**config.mk**
```make
export PLATFORM = sky130hd
export DESIGN_NAME = seven_segment_scan_driver
export DESIGN_NICKNAME = d
export VERILOG_FILES = /design/src/rtl/seven_segment_scan_driver.sv
export SDC_FILE = /design/constraint.sdc
export NUM_CORES = 1
export LEC_CHECK = 0
export ABC_AREA = 0
export CAP_MARGIN = 30
export CORE_ASPECT_RATIO = 0.7
export CORE_MARGIN = 3
export CORE_UTILIZATION = 57
export DETAILED_ROUTE_END_ITERATION = 8
export PLACE_DENSITY = 0.82
export SETUP_SLACK_MARGIN = 0.4
export SYNTH_ARGS = -nofsm -noshare
export SYNTH_HDL_FRONTEND = slang
export SYNTH_SLANG_ARGS = --single-unit
```
**constraint.sdc**
```tcl
create_clock -name systemClock -period 3.9 [get_ports systemClock]
set_input_delay 0.39 -clock systemClock [delete_from_list [all_inputs] [get_ports systemClock]]
set_output_delay 0.39 -clock systemClock [all_outputs]
set_load 0.02 [all_outputs]
```
**src/rtl/seven_segment_scan_driver.sv**
```systemverilog
// Four-digit multiplexed seven-segment scan driver with per-frame snapshot of value/enable/DP.
// Optional macro SEVEN_SEGMENT_LEADING_ZERO_BLANK_EN blanks leading zero digits (3..1).
module seven_segment_scan_driver #(
    parameter int SCAN_SCALER_BITS = 16
) (
    input  logic        systemClock,
    input  logic        resetButtonN,
    input  logic [15:0] value,
    input  logic [3:0]  digitEnable,
    input  logic [3:0]  decimalPoints,
    output logic [3:0]  anodes,
    output logic [6:0]  segments,
    output logic        decimalPoint,
    output logic        frameStart
);

    localparam logic [SCAN_SCALER_BITS-1:0] PRESCALER_ONE  = {{(SCAN_SCALER_BITS-1){1'b0}}, 1'b1};
    localparam logic [SCAN_SCALER_BITS-1:0] PRESCALER_ZERO = {SCAN_SCALER_BITS{1'b0}};

    // Active-low {g,f,e,d,c,b,a} pattern for one hex nibble.
    function automatic logic [6:0] hexDecode(input logic [3:0] nibble);
        logic [6:0] seg;
        case (nibble)
            4'h0:    seg = 7'h40;
            4'h1:    seg = 7'h79;
            4'h2:    seg = 7'h24;
            4'h3:    seg = 7'h30;
            4'h4:    seg = 7'h19;
            4'h5:    seg = 7'h12;
            4'h6:    seg = 7'h02;
            4'h7:    seg = 7'h78;
            4'h8:    seg = 7'h00;
            4'h9:    seg = 7'h10;
            4'hA:    seg = 7'h08;
            4'hB:    seg = 7'h03;
            4'hC:    seg = 7'h46;
            4'hD:    seg = 7'h21;
            4'hE:    seg = 7'h06;
            4'hF:    seg = 7'h0E;
            default: seg = 7'h7F;
        endcase
        return seg;
    endfunction

    logic [SCAN_SCALER_BITS-1:0] prescaler_r;
    logic [1:0]  digitIndex_r;
    logic [15:0] valueShadow_r;
    logic [3:0]  enableShadow_r;
    logic [3:0]  dpShadow_r;
    logic [3:0]  anodes_r;
    logic [6:0]  segments_r;
    logic        decimalPoint_r;
    logic        frameStart_r;

    logic        tick_s;
    logic        frameEnd_s;
    logic [3:0]  nibble_s;
    logic        leadingBlank_s;
    logic        digitLit_s;
    logic [3:0]  anodesNext_s;
    logic [6:0]  segmentsNext_s;
    logic        decimalPointNext_s;

    assign tick_s     = &prescaler_r;
    assign frameEnd_s = tick_s && (digitIndex_r == 2'd3);

    // Select the shadow nibble for the digit currently being scanned.
    always_comb begin
        nibble_s = 4'h0;
        case (digitIndex_r)
            2'd0:    nibble_s = valueShadow_r[3:0];
            2'd1:    nibble_s = valueShadow_r[7:4];
            2'd2:    nibble_s = valueShadow_r[11:8];
            2'd3:    nibble_s = valueShadow_r[15:12];
            default: nibble_s = 4'h0;
        endcase
    end

`ifdef SEVEN_SEGMENT_LEADING_ZERO_BLANK_EN
    logic [3:0] zeroFromTop_s;

    // zeroFromTop_s[k] is set when every shadow nibble from k up to 3 is zero; digit 0 is exempt.
    always_comb begin
        zeroFromTop_s    = 4'b0000;
        zeroFromTop_s[3] = (valueShadow_r[15:12] == 4'h0);
        zeroFromTop_s[2] = zeroFromTop_s[3] && (valueShadow_r[11:8] == 4'h0);
        zeroFromTop_s[1] = zeroFromTop_s[2] && (valueShadow_r[7:4] == 4'h0);
        zeroFromTop_s[0] = 1'b0;
    end

    assign leadingBlank_s = zeroFromTop_s[digitIndex_r];
`else
    assign leadingBlank_s = 1'b0;
`endif

    assign digitLit_s = enableShadow_r[digitIndex_r] && !leadingBlank_s;

    // Next-cycle display drive for the scanned digit; a dark digit releases every line.
    always_comb begin
        anodesNext_s       = 4'b1111;
        segmentsNext_s     = 7'b1111111;
        decimalPointNext_s = 1'b1;
        if (digitLit_s) begin
            anodesNext_s       = ~(4'b0001 << digitIndex_r);
            segmentsNext_s     = hexDecode(nibble_s);
            decimalPointNext_s = ~dpShadow_r[digitIndex_r];
        end else begin
            anodesNext_s       = 4'b1111;
            segmentsNext_s     = 7'b1111111;
            decimalPointNext_s = 1'b1;
        end
    end

    // Scan timing and frame snapshot; inputs are only observed at the end of digit 3's slot.
    always_ff @(posedge systemClock) begin
        if (!resetButtonN) begin
            prescaler_r    <= PRESCALER_ZERO;
            digitIndex_r   <= 2'd0;
            valueShadow_r  <= 16'h0000;
            enableShadow_r <= 4'h0;
            dpShadow_r     <= 4'h0;
        end else begin
            prescaler_r <= prescaler_r + PRESCALER_ONE;
            if (tick_s) begin
                digitIndex_r <= digitIndex_r + 2'd1;
            end else begin
                digitIndex_r <= digitIndex_r;
            end
            if (frameEnd_s) begin
                valueShadow_r  <= value;
                enableShadow_r <= digitEnable;
                dpShadow_r     <= decimalPoints;
            end else begin
                valueShadow_r  <= valueShadow_r;
                enableShadow_r <= enableShadow_r;
                dpShadow_r     <= dpShadow_r;
            end
        end
    end

    // Output registers, one clock behind the scan state they reflect.
    always_ff @(posedge systemClock) begin
        if (!resetButtonN) begin
            anodes_r       <= 4'b1111;
            segments_r     <= 7'b1111111;
            decimalPoint_r <= 1'b1;
            frameStart_r   <= 1'b0;
        end else begin
            anodes_r       <= anodesNext_s;
            segments_r     <= segmentsNext_s;
            decimalPoint_r <= decimalPointNext_s;
            frameStart_r   <= frameEnd_s;
        end
    end

    assign anodes       = anodes_r;
    assign segments     = segments_r;
    assign decimalPoint = decimalPoint_r;
    assign frameStart   = frameStart_r;

endmodule
```
-- After elaboration in Yosys (flattened, before gate mapping)
Memory sizes are Yosys's and may differ from the RTL's. A register that Yosys moved wholly into a read port is not among the register bits.
Index checks and enable logic that the tools add are counted.
- bitwise gates (word level): 2
- mux-type cells: 5
- equality and inequality tests: 3
- reduce and logical (&&, ||, !) cells: 5
- $lt $le $gt $ge: 1
- multiply operators: 0
- shift-type cells: 1
- add/subtract/negate cells: 2
- div/mod/pow operators: 0
- operators by type and width (cell ; count):
    adder 16 x 1 -> 16 bit (second input constant) ; 1
    one-hot mux 4 bit (4 select lines) ; 1
    AND reduction 16 bit ; 1
    binary-select mux 1 bit (select 2 bit) ; 2
    == test 2 bit (second input constant) ; 2
    NOT 4 bit ; 1
    left shift 1 x 2 -> 4 bit (first input constant) ; 1
    less-than comparator 2 x 3 -> 1 bit (second input constant) ; 1
    adder 2 x 1 -> 2 bit (second input constant) ; 1
    == test 2 x 1 -> 1 bit (second input constant) ; 1
    logical NOT 2 bit ; 1
    2-to-1 mux 1 bit ; 2
    AND reduction 2 bit ; 1
    logical AND 1 bit ; 1
    logical NOT 1 bit ; 1
    NOT 1 bit ; 1
- bits in registers: 48
- memory bits (writable): 0
- bits in read-only memories: 112
- memories: 1
- input bits: 26
- word-level logic and storage cells: 28
- bits in latches: 0
- output and inout port bits: 13
- memory list (name ; depth ; bits a word ; rd ports ; clocked after Yosys merged registers in ; wr ports ; line ; source):
    (name not given) ; 16 ; 7 ; 1 ; 1 ; 0 ; 23 ; case (nibble)

-- Longest topological paths before layout
Gate-level depths: netlist (run 1).
- word-level depth: 4
- gate-level depth with buffers: 9
- depth with buffers taken out: 9

-- Least setup slack after synthesis (run 1)
Ideal clock, no wire load.
- path type: register -> register
- start: reg digitIndex_r[0]
- end: reg segments_r[4] (netlist: segments[4])
- path buffers: 0
- stages on the path, launching flop included: 9
- arrival: 2075 ps
- setup slack: 1705 ps
- data required time: 3780 ps
- cells stage by stage: dfxtp_1 inv_1 ha_1 a222oi_1 mux2_4 inv_2 ha_1 mux2_4 a211o_1
- cells in the longest elaborated chain, start to end: 4
- elaborated cells on any way between the ends: 9
- those cells by class: eq/ne (3); mux (3); reduce/logical (3)
- ends and longest elaborated chain (element ; line ; source):
    from (decl) ; 46 ; logic [1:0] digitIndex_r;
    from (signal assigned) ; 125 ; digitIndex_r <= digitIndex_r + 2'd1;
    from (signal assigned) ; 127 ; digitIndex_r <= digitIndex_r;
    binary-select mux 1 bit (select 2 bit) ; 96 ; assign digitLit_s = enableShadow_r[digitIndex_r] && !leadingBlank_s;
    2-to-1 mux 1 bit (not written as such) ; 96 ;
    AND reduction 2 bit (no source line) ; n/a ;
    logical NOT 1 bit (no source line) ; n/a ;
    to (decl) ; 51 ; logic [6:0] segments_r;
Parallel ways exist; a longest one is shown, timed or not. The select of a mux whose other input is x is not followed.
A chain may end at the register's enable or synchronous reset.

-- Final worst setup path (run 1)
Same ends and word-level chain as after synthesis.

==> impl_metrics.py, run 1 <==
metrics = {
    "grt": {
        "overflow": 0,
        "grt_pass1_vias": 1795,
        "grt_pass1_wl_mm": 8.27,
        "grt_max_degree": 34,
        "track_usage_pct": 20.0,
        "antenna_found_initial": 0,
    },
    "cts": {
        "post-cts-setup-buffers": 0,
        "cts_sinks": 55,
        "clk-insertion-delay-late_ps": 300,
        "clockBufferDepth": 2,
        "cts-root-buf": "clkbuf_8",
        "post_cts_resize_count": 0,
        "path_clk_slew_ps": 90,
        "numCtsBuffers": 5,
        "htreeDepth": 2,
        "holdBufCountCts": 0,
        "cts_tree": "built",
    },
    "sta": {
        "hold_viol": 0,
        "layout_setup_ws_ps": 1370,
        "finalSetupViolCount": 0,
        "hold_ws_ps": 445,
        "post-route-min-period_ps": 2530,
        "finalCritPeriodShare_pct": 64.9,
        "setup_tns_ps": 0,
        "rsz0062_at_grt": "no",
        "worstMarginPinSlew_ps": 633,
        "slew-limit-headroom_pct": 57.7,
        "drv_slew": 0,
        "fmax_ghz": 0.395,
        "finalClockSkew_ps": 5.43,
    },
    "synthesis": {
        "seq_area_frac_synth_pct": 43.3,
        "ys_ff_latch": 55,
        "syn_nets": 309,
        "synthesis.area_um2": 2540,
        "synthFlopType": "dfxtp_1",
        "synth_cell_type_count": 44,
        "synth_warnings": 0,
        "syn_inst": 271,
        "synthArstFlopShare_pct": 0,
        "syn_avg_cell_area_um2": 9.39,
        "synth_edf_count": 0,
    },
    "critical_path": {
        "start_kind": "flip-flop",
        "crit_required_ps": 4100,
        "slowest_stage": "dfxtp_1",
        "reg2reg_to": "segments[4]",
        "path_max_fanout": 6,
        "end_kind": "flip-flop",
        "r2r_setup_slack_ps": 1370,
        "cp.arrival_ps": 2730,
        "r2r_cells": 8,
        "crit_type": "flip-flop to flip-flop",
        "worstReg2RegStart": "digitIndex_r[0]",
        "path_cells": "inv_1 -> ha_1 -> a222oi_1 -> mux2_4 -> inv_2 -> ha_1 -> mux2_4 -> a211o_1",
        "cp_slowest_stage_delay_ps": 470,
    },
    "placement": {
        "dp_hpwl_mm": 3.75,
        "dp_slack_ps": 1360,
        "place_area_um2": 2930,
        "dp.cells": 351,
        "gp_congestion": 0.852,
        "portBuffers": 38,
    },
    "layout": {
        "n_fill_cell": 318,
        "antenna_cells": 0,
        "drive_above_1_share_pct": 6.21,
        "seq_area_um2": 1100,
        "areaGrowthSynthToFinish_pct": 19.3,
        "layout.cells.non_filler": 358,
        "finish.net_count": 344,
        "multi_input_area_um2": 1350,
        "final_area_um2": 3040,
    },
    "detailed_routing": {
        "viasPerCell": 5.51,
        "top_layer": "met4",
        "wl_met1_mm": 2.61,
        "firstDrtPassIters": 5,
        "drtIter0Drc": 166,
        "vias": 1972,
        "detail-route-antenna-nets": 0,
        "wl_mm": 5.04,
        "drc": 0,
        "routedWlPerCell_um": 14.1,
        "wl_met3_um": 215,
        "met2_length_mm": 2.15,
    },
    "power": {
        "vdd_drop_max_v": 0.000236,
        "leakagePower_nw": 1.27,
        "power_density_nw_per_um2": 320,
    },
    "floorplanning": {
        "die-width_um": 85.9,
        "pin_count": 39,
        "rows": 19,
        "core_um2": 4110,
        "die_y_um": 61.9,
        "start_util_pct": 61.9,
        "die_area_um2": 5320,
    },
    "hold_path": {
        "hold_depth": 1,
        "min_path_type": "flip-flop to flip-flop",
        "hp-start": "prescaler_r[0]",
        "min_to": "prescaler_r[0]",
    },
    "status": {
        "status": "finished, final reports clean",
    },
    "run": {
        "maxCapViolations": 0,
    },
}
-- cell type report --
cell class	count	area share, %
clock buffers	6	2.39
well taps	52	2.14
repair buffers	39	12.8
flip-flops and latches	55	36.3
inverters	9	1.11
clock inverters	1	0.989
multi-input cells	196	44.3
-- layer usage --
layer	GRT usage (%)	up-vias
met2	30.3	46
met4	7.90	0
met5	0	-
met3	4.35	9
li1	-	1004
met1	28.1	913
-- worst max path at each step --
stage	from	end	slack [ps]
2_1_floorplan	digitIndex_r[0]	segments[4]	1710
6_report	digitIndex_r[0]	segments[4]	1370
3_3_place_gp	digitIndex_r[0]	segments[4]	1550
3_5_place_dp	digitIndex_r[0]	segments[0]	1360
4_1_cts	digitIndex_r[0]	segments[0]	1340
5_1_grt	digitIndex_r[0]	segments[0]	1070
-- power breakdown --
part	switching (mW)	internal [mW]	leakage (nW)
Sequential	0.00204	0.564	0.444
Combinational	0.0192	0.0280	0.771
Clock	0.171	0.188	0.0513
Total	0.192	0.780	1.27
-- through the flow --
| step | total power, mW | util [%] |
|---|---|---|
| after floorplan | 0.597 | - |
| after global placement | 0.626 | 71.3 |
| after detailed placement | 0.626 | 71.3 |
| after CTS | 0.979 | 73.8 |
| after global routing | 1.01 | 73.8 |
| final | 0.972 | 73.8 |
-- sequential cells by signal (all words and copies together), names as in the netlist --
name	flops
segments	7
enableShadow_r	4
digitIndex_r	2
valueShadow_r	16
anodes	4
prescaler_r	16
dpShadow_r	4
frameStart	1
decimalPoint	1
-- cells in the final DEF, fill, tap and decap left out, types with 2 or more instances in the layout --
cell type        instances
a211oi_1                 2
a21oi_1                  7
a222oi_1                 2
a22oi_1                  2
and2_1                   3
and3_1                   2
clkbuf_8                 5
clkdlybuf4s50_1         38
dfxtp_1                 55
ha_1                    12
inv_1                    7
mux2_4                   2
mux2i_1                 29
mux4_2                   2
nand2_1                 65
nand3_1                  6
nand4_1                  4
nor2_1                  14
nor3_1                   3
nor4_1                   3
o21ai_0                  5
o221ai_1                 3
or3_1                    3
xnor2_1                  6
xor2_1                   5
-- critical path, delay by kind of cell, from the launching register on --
kind | cells | cell delay, ps
AOI/OAI and AO/OA | 2 | 680
adders and majority gates | 2 | 530
buffers and inverters | 2 | 200
DFF | 1 | 470
muxes | 2 | 550
-- cell usage after synthesis, types with 2 or more instances --
cell | number | area (um^2)
ha_1 | 12 | 150
and3_1 | 2 | 12.5
o21ai_0 | 5 | 25.0
clkbuf_1 | 7 | 26.3
and2_1 | 3 | 18.8
nor3_1 | 3 | 15.0
nand2_1 | 65 | 244
mux4_2 | 2 | 45.0
a21oi_1 | 7 | 35.0
nor4_1 | 3 | 18.8
a222oi_1 | 2 | 20.0
buf_6 | 3 | 33.8
or3_1 | 3 | 18.8
nor2_1 | 14 | 52.6
dfxtp_1 | 55 | 1100
mux2i_1 | 29 | 290
o221ai_1 | 3 | 26.3
a22oi_1 | 2 | 15.0
inv_1 | 7 | 26.3
xnor2_1 | 6 | 52.6
a211oi_1 | 2 | 15.0
nand4_1 | 4 | 25.0
xor2_1 | 5 | 43.8
mux2_4 | 2 | 30.0
nand3_1 | 6 | 30.0
-- cells by family (layout without fill, tap and decap cells) --
logic type | count (synthesis) | count (layout) | share of synthesized area (%)
compound gates | 29 | 29 | 8.41
xor+xnor | 11 | 11 | 3.79
fa+ha+maj | 12 | 12 | 5.90
buf+inv | 20 | 55 | 3.88
flops | 55 | 55 | 43.3
mux | 33 | 33 | 14.4
simple gates | 111 | 111 | 20.4
(Power assumes the default switching activity.)
==> run 2: changes to the inputs <==
CORE_UTILIZATION = 53   (was 57)
PLACE_DENSITY = 0.77   (was 0.82)
clock period = 2.6 ns   (was 3.9 ns; I/O delays follow)
==> run 2 against run 1 <==
Clock power up 26%. Sequential power up 50%. Die area up 6.9%. Register-to-register slack worse by 1000 ps. Via count up 2.5%. Fmax up 13%. Worst setup slack worse by 1000 ps. Global-route usage down 1.0 points. Count of clock-buffer cells in the layout up 1. Largest cell class unchanged.
==> impl_metrics.py, run 2 (synthesis results as in run 1) <==
metrics = {
    "status": {
        "status": "finished, final reports clean",
    },
    "critical_path": {
        "worstReg2RegStart": "digitIndex_r[0]",
        "path_cells": "clkinvlp_4 -> ha_4 -> a222oi_1 -> a21o_2 -> mux2i_1 -> a31oi_1",
        "end_kind": "flip-flop",
        "reg2reg_to": "segments[3]",
        "cp_slowest_stage_delay_ps": 590,
        "cp.arrival_ps": 2410,
        "crit_family": "compound AO/OA/AOI/OAI gates",
        "r2r_cells": 6,
        "crit_type": "flip-flop to flip-flop",
        "path_buf_inv": 1,
        "path_max_fanout": 13,
        "start_kind": "flip-flop",
        "crit_required_ps": 2770,
        "slowest_stage": "a222oi_1",
        "r2r_setup_slack_ps": 360,
    },
    "floorplanning": {
        "die_y_um": 64.0,
        "pin_count": 39,
        "start_util_pct": 56.8,
        "die_area_um2": 5680,
        "die-width_um": 88.8,
        "core_um2": 4480,
        "rows": 20,
    },
    "sta": {
        "hold_viol": 0,
        "worstMarginPinSlew_ps": 682,
        "finalSetupViolCount": 0,
        "layout_setup_ws_ps": 360,
        "drv_slew": 0,
        "fmax_ghz": 0.446,
        "post-route-min-period_ps": 2240,
        "finalCritPeriodShare_pct": 86.1,
        "setup_tns_ps": 0,
        "finalClockSkew_ps": 13.2,
        "rsz0062_at_grt": "yes",
        "slew-limit-headroom_pct": 54.6,
    },
    "detailed_routing": {
        "wl_mm": 5.51,
        "routedWlPerCell_um": 14.8,
        "firstDrtPassIters": 4,
        "detail-route-antenna-nets": 0,
        "vias": 2021,
        "viasPerCell": 5.42,
        "drtIter0Drc": 172,
        "drc": 0,
    },
    "placement": {
        "portBuffers": 38,
        "dp_slack_ps": 109,
        "dp_hpwl_mm": 3.65,
        "gp_congestion": 0.882,
    },
    "grt": {
        "grt_pass1_vias": 1822,
        "overflow": 0,
        "grt_pass1_wl_mm": 8.46,
        "grt_max_degree": 47,
        "antenna_found_initial": 0,
        "track_usage_pct": 19.0,
    },
    "hold_path": {
        "min_to": "prescaler_r[0]",
        "min_path_type": "flip-flop to flip-flop",
        "hold_depth": 1,
        "hp-start": "prescaler_r[0]",
    },
    "layout": {
        "final_common_cell": "nand2_1",
        "drive_above_1_share_pct": 14.5,
        "antenna_cells": 0,
        "mostFrequentLayoutCells": "nand2_1 (65), dfxtp_1 (53), clkdlybuf4s50_1 (38)",
        "areaGrowthSynthToFinish_pct": 26.5,
        "finish.net_count": 355,
    },
    "power": {
        "power_density_nw_per_um2": 426,
        "vdd_drop_max_v": 0.000220,
        "leakagePower_nw": 1.31,
    },
    "cts": {
        "clk-insertion-delay-late_ps": 310,
        "cts-root-buf": "clkbuf_8",
        "path_clk_slew_ps": 100,
        "numCtsBuffers": 5,
        "cts_tree": "built",
        "htreeDepth": 2,
        "clockBufferDepth": 2,
        "cts_sinks": 55,
        "holdBufCountCts": 0,
    },
    "run": {
        "maxCapViolations": 0,
    },
}
run 2: cell types whose count changed in the layout (fill, tap and decap cells not counted), moves of 2 or more:
cell / previous run / this run
buf_4: 1 / 11
ha_1: 12 / 4
ha_4: 0 / 5
ha_2: 0 / 3
dfxtp_1: 55 / 53
dfxtp_4: 0 / 2
inv_1: 7 / 5
run 2: how the worst max path moves through the flow:
stage	from	end	cells after the start
after floorplan	digitIndex_r[0]	segments[4]	8
after global routing	digitIndex_r[0]	segments[3]	10
after CTS	digitIndex_r[0]	segments[0]	8
final	digitIndex_r[0]	segments[3]	6
after detailed placement	digitIndex_r[0]	segments[4]	8
after global placement	digitIndex_r[0]	segments[4]	8
run 2: final cells by class:
type	count	area, um^2
clock buffer	7	76.3
clock inverter	1	5.00
multi-input combinational	196	1450
timing repair buffer	50	474
tap	55	68.8
inverter	9	40.0
fill	333	1260
sequential	55	1110
run 2: metrics by stage:
| stage | instance area, um^2 | cells | power, mW | utilization (%) | hold slack (ps) |
|---|---|---|---|---|---|
| 2_1_floorplan | 2540 | 271 | 0.896 | - | 399 |
| 3_3_place_gp | 2940 | 354 | 0.939 | 65.6 | 428 |
| 3_5_place_dp | 2940 | 354 | 0.940 | 65.6 | 435 |
| 4_1_cts | 3060 | 365 | 1.38 | 68.4 | 447 |
| 5_1_grt | 3220 | 373 | 1.42 | 71.9 | 479 |
| 6_report | 3220 | 373 | 1.37 | 71.9 | 445 |
run 2: worst reg2reg max path, delay by kind of cell, from the launching register on:
kind | cells | cell delay (ps)
flip-flops | 1 | 390
AO/OA/AOI/OAI | 3 | 1100
adder cells (fa/ha/maj) | 1 | 210
multiplexers | 1 | 260
buffers and inverters | 1 | 150
run 2: power breakdown:
group	internal [mW]	total, mW	leakage, nW	switching (mW)
clock network	0.190	0.453	0.0422	0.263
registers	0.843	0.847	0.446	0.00311
logic	0.0422	0.0710	0.827	0.0289
run 2: layer usage:
metal / share of wire [%] / GRT usage [%]
met4: 0.87 / 4.15
met3: 5.3 / 4.77
met2: 46 / 27.6
met1: 48 / 28.1
met5: 0 / 0
run 2: what timing repair did:
item                                    4_1_cts  5_1_grt
buffers inserted                              3        8
pin swaps                                     2        7
gates resized for setup                      10       17
endpoints found under the setup margin        7        7
==> run 3: changes to the inputs <==
CORE_MARGIN = 2   (was 3)
==> run 3 against run 2 <==
Total power grew 9.4%. Sequential share of layout area grew 1.1 points. Count of clock-buffer cells in the layout shrank 1. Cell area shrank 3.1%. Non-clock buffer count shrank 8. Die area shrank 5.3%. Largest power group unchanged. Highest routed layer unchanged.
==> impl_metrics.py, run 3 (synthesis results as in run 1) <==
metrics = {
    "power": {
        "pwr-share-clk_pct": 38.8,
        "vdd_drop_max_v": 0.000262,
        "pwr-share-seq_pct": 56.5,
        "leakagePower_nw": 1.29,
        "power.internal_mw": 1.20,
        "p_comb_share_pct": 4.8,
        "p_switching_uw": 301,
        "switching_share_pct": 20.1,
        "p_total_mw": 1.50,
        "power_density_nw_per_um2": 480,
    },
    "cts": {
        "holdBufCountCts": 0,
        "numCtsBuffers": 5,
        "cts-root-buf": "clkbuf_8",
        "clk-insertion-delay-late_ps": 300,
        "cts_sinks": 55,
        "clockBufferDepth": 2,
        "cts_tree": "built",
        "htreeDepth": 2,
        "path_clk_slew_ps": 90,
    },
    "sta": {
        "finalSetupViolCount": 0,
        "finalCritPeriodShare_pct": 85.3,
        "worstMarginPinSlew_ps": 522,
        "post-route-min-period_ps": 2220,
        "hold_viol": 0,
        "slew-limit-headroom_pct": 65.0,
        "finalClockSkew_ps": 5.14,
        "setup_tns_ps": 0,
        "drv_slew": 0,
        "fmax_ghz": 0.451,
        "rsz0062_at_grt": "yes",
    },
    "layout": {
        "areaGrowthSynthToFinish_pct": 22.7,
        "final_common_cell": "nand2_1",
        "finish.net_count": 347,
        "mostFrequentLayoutCells": "nand2_1 (65), dfxtp_1 (53), clkdlybuf4s50_1 (38)",
        "antenna_cells": 0,
        "final_area_um2": 3120,
        "n_fill_cell": 381,
        "drive_above_1_share_pct": 11.0,
        "fin_util_pct": 66.4,
    },
    "grt": {
        "track_usage_pct": 19.0,
        "overflow": 0,
        "antenna_found_initial": 0,
        "grt_pass1_wl_mm": 7.96,
        "grt_max_degree": 50,
        "grt_pass1_vias": 1662,
    },
    "hold_path": {
        "hp-start": "prescaler_r[0]",
        "min_path_type": "flip-flop to flip-flop",
    },
    "detailed_routing": {
        "vias": 1924,
        "routedWlPerCell_um": 13.2,
        "wl_mm": 4.83,
        "firstDrtPassIters": 4,
        "detail-route-antenna-nets": 0,
        "viasPerCell": 5.24,
        "drc": 0,
        "drtIter0Drc": 99,
    },
    "critical_path": {
        "end_kind": "flip-flop",
        "start_kind": "flip-flop",
        "cp.arrival_ps": 2420,
        "startpoint": "digitIndex_r[1]",
        "worstReg2RegStart": "digitIndex_r[1]",
        "crit_required_ps": 2800,
        "path_max_fanout": 5,
        "crit_type": "flip-flop to flip-flop",
    },
    "floorplanning": {
        "die_y_um": 62.0,
        "start_util_pct": 54.1,
        "die_area_um2": 5380,
        "die-width_um": 86.8,
        "core_um2": 4700,
        "rows": 21,
        "pin_count": 39,
    },
    "placement": {
        "portBuffers": 38,
        "place_area_um2": 2940,
        "gp_congestion": 0.813,
        "dp_hpwl_mm": 3.39,
    },
    "run": {
        "maxCapViolations": 0,
    },
    "status": {
        "status": "finished, final reports clean",
    },
}
-- run 3: final cells by class --
cell class                 instances  area, um^2  share of cell area (%)
clock buffer                       6        82.6                    2.65
sequential                        55        1110                    35.5
inverter                           9        33.8                    1.08
multi-input combinational        196        1380                    44.2
tap                               57        71.3                    2.28
clock inverter                     2        35.0                    1.12
timing repair buffer              42         410                    13.1
-- run 3: what timing repair did --
action                                  4_1_cts  5_1_grt
pin swaps                                     1        0
setup buffers                                 3        0
gates resized for setup                      12        2
endpoints found under the setup margin        7        3
-- run 3: layer usage --
metal,vias up,part of all wire [%],GRT usage [%]
met5,-,0,0
met1,866,53,28.5
met3,4,4.7,4.36
met4,0,0.97,5.36
li1,1010,-,-
met2,44,42,27.5
-- run 3: path summary, 6_finish.rpt --
path	to	slack, ps	cells after the start
min reg2reg	prescaler_r[0]	450	1
min	prescaler_r[0]	450	1
max reg2reg	segments[4]	380	8
max	segments[4]	380	8
-- run 3: stage by stage --
stage | std cells | worst slack, ps | hold WS, ps
finish | 367 | 383 | 445
global route | 367 | 319 | 485
CTS | 367 | 400 | 447
detailed placement | 356 | 134 | 431
global placement | 356 | 245 | 428
floorplan | 271 | 405 | 399
-- run 3: power groups by stage --
stage	clock network, mW	logic [mW]	registers (mW)
detailed placement	0	0.0710	0.868
CTS	0.591	0.0714	0.846
global placement	0	0.0707	0.868
floorplan	0	0.0285	0.868
finish	0.581	0.0715	0.846
global route	0.626	0.0788	0.847
-- run 3: worst max-delay path, cell delays in order, from the launching register on --
cell	delay [ps]
dfxtp_4	380
inv_1	70
ha_2	210
a222oi_1	370
mux2_4	250
inv_2	60
ha_2	210
mux2_4	280
a211o_1	290
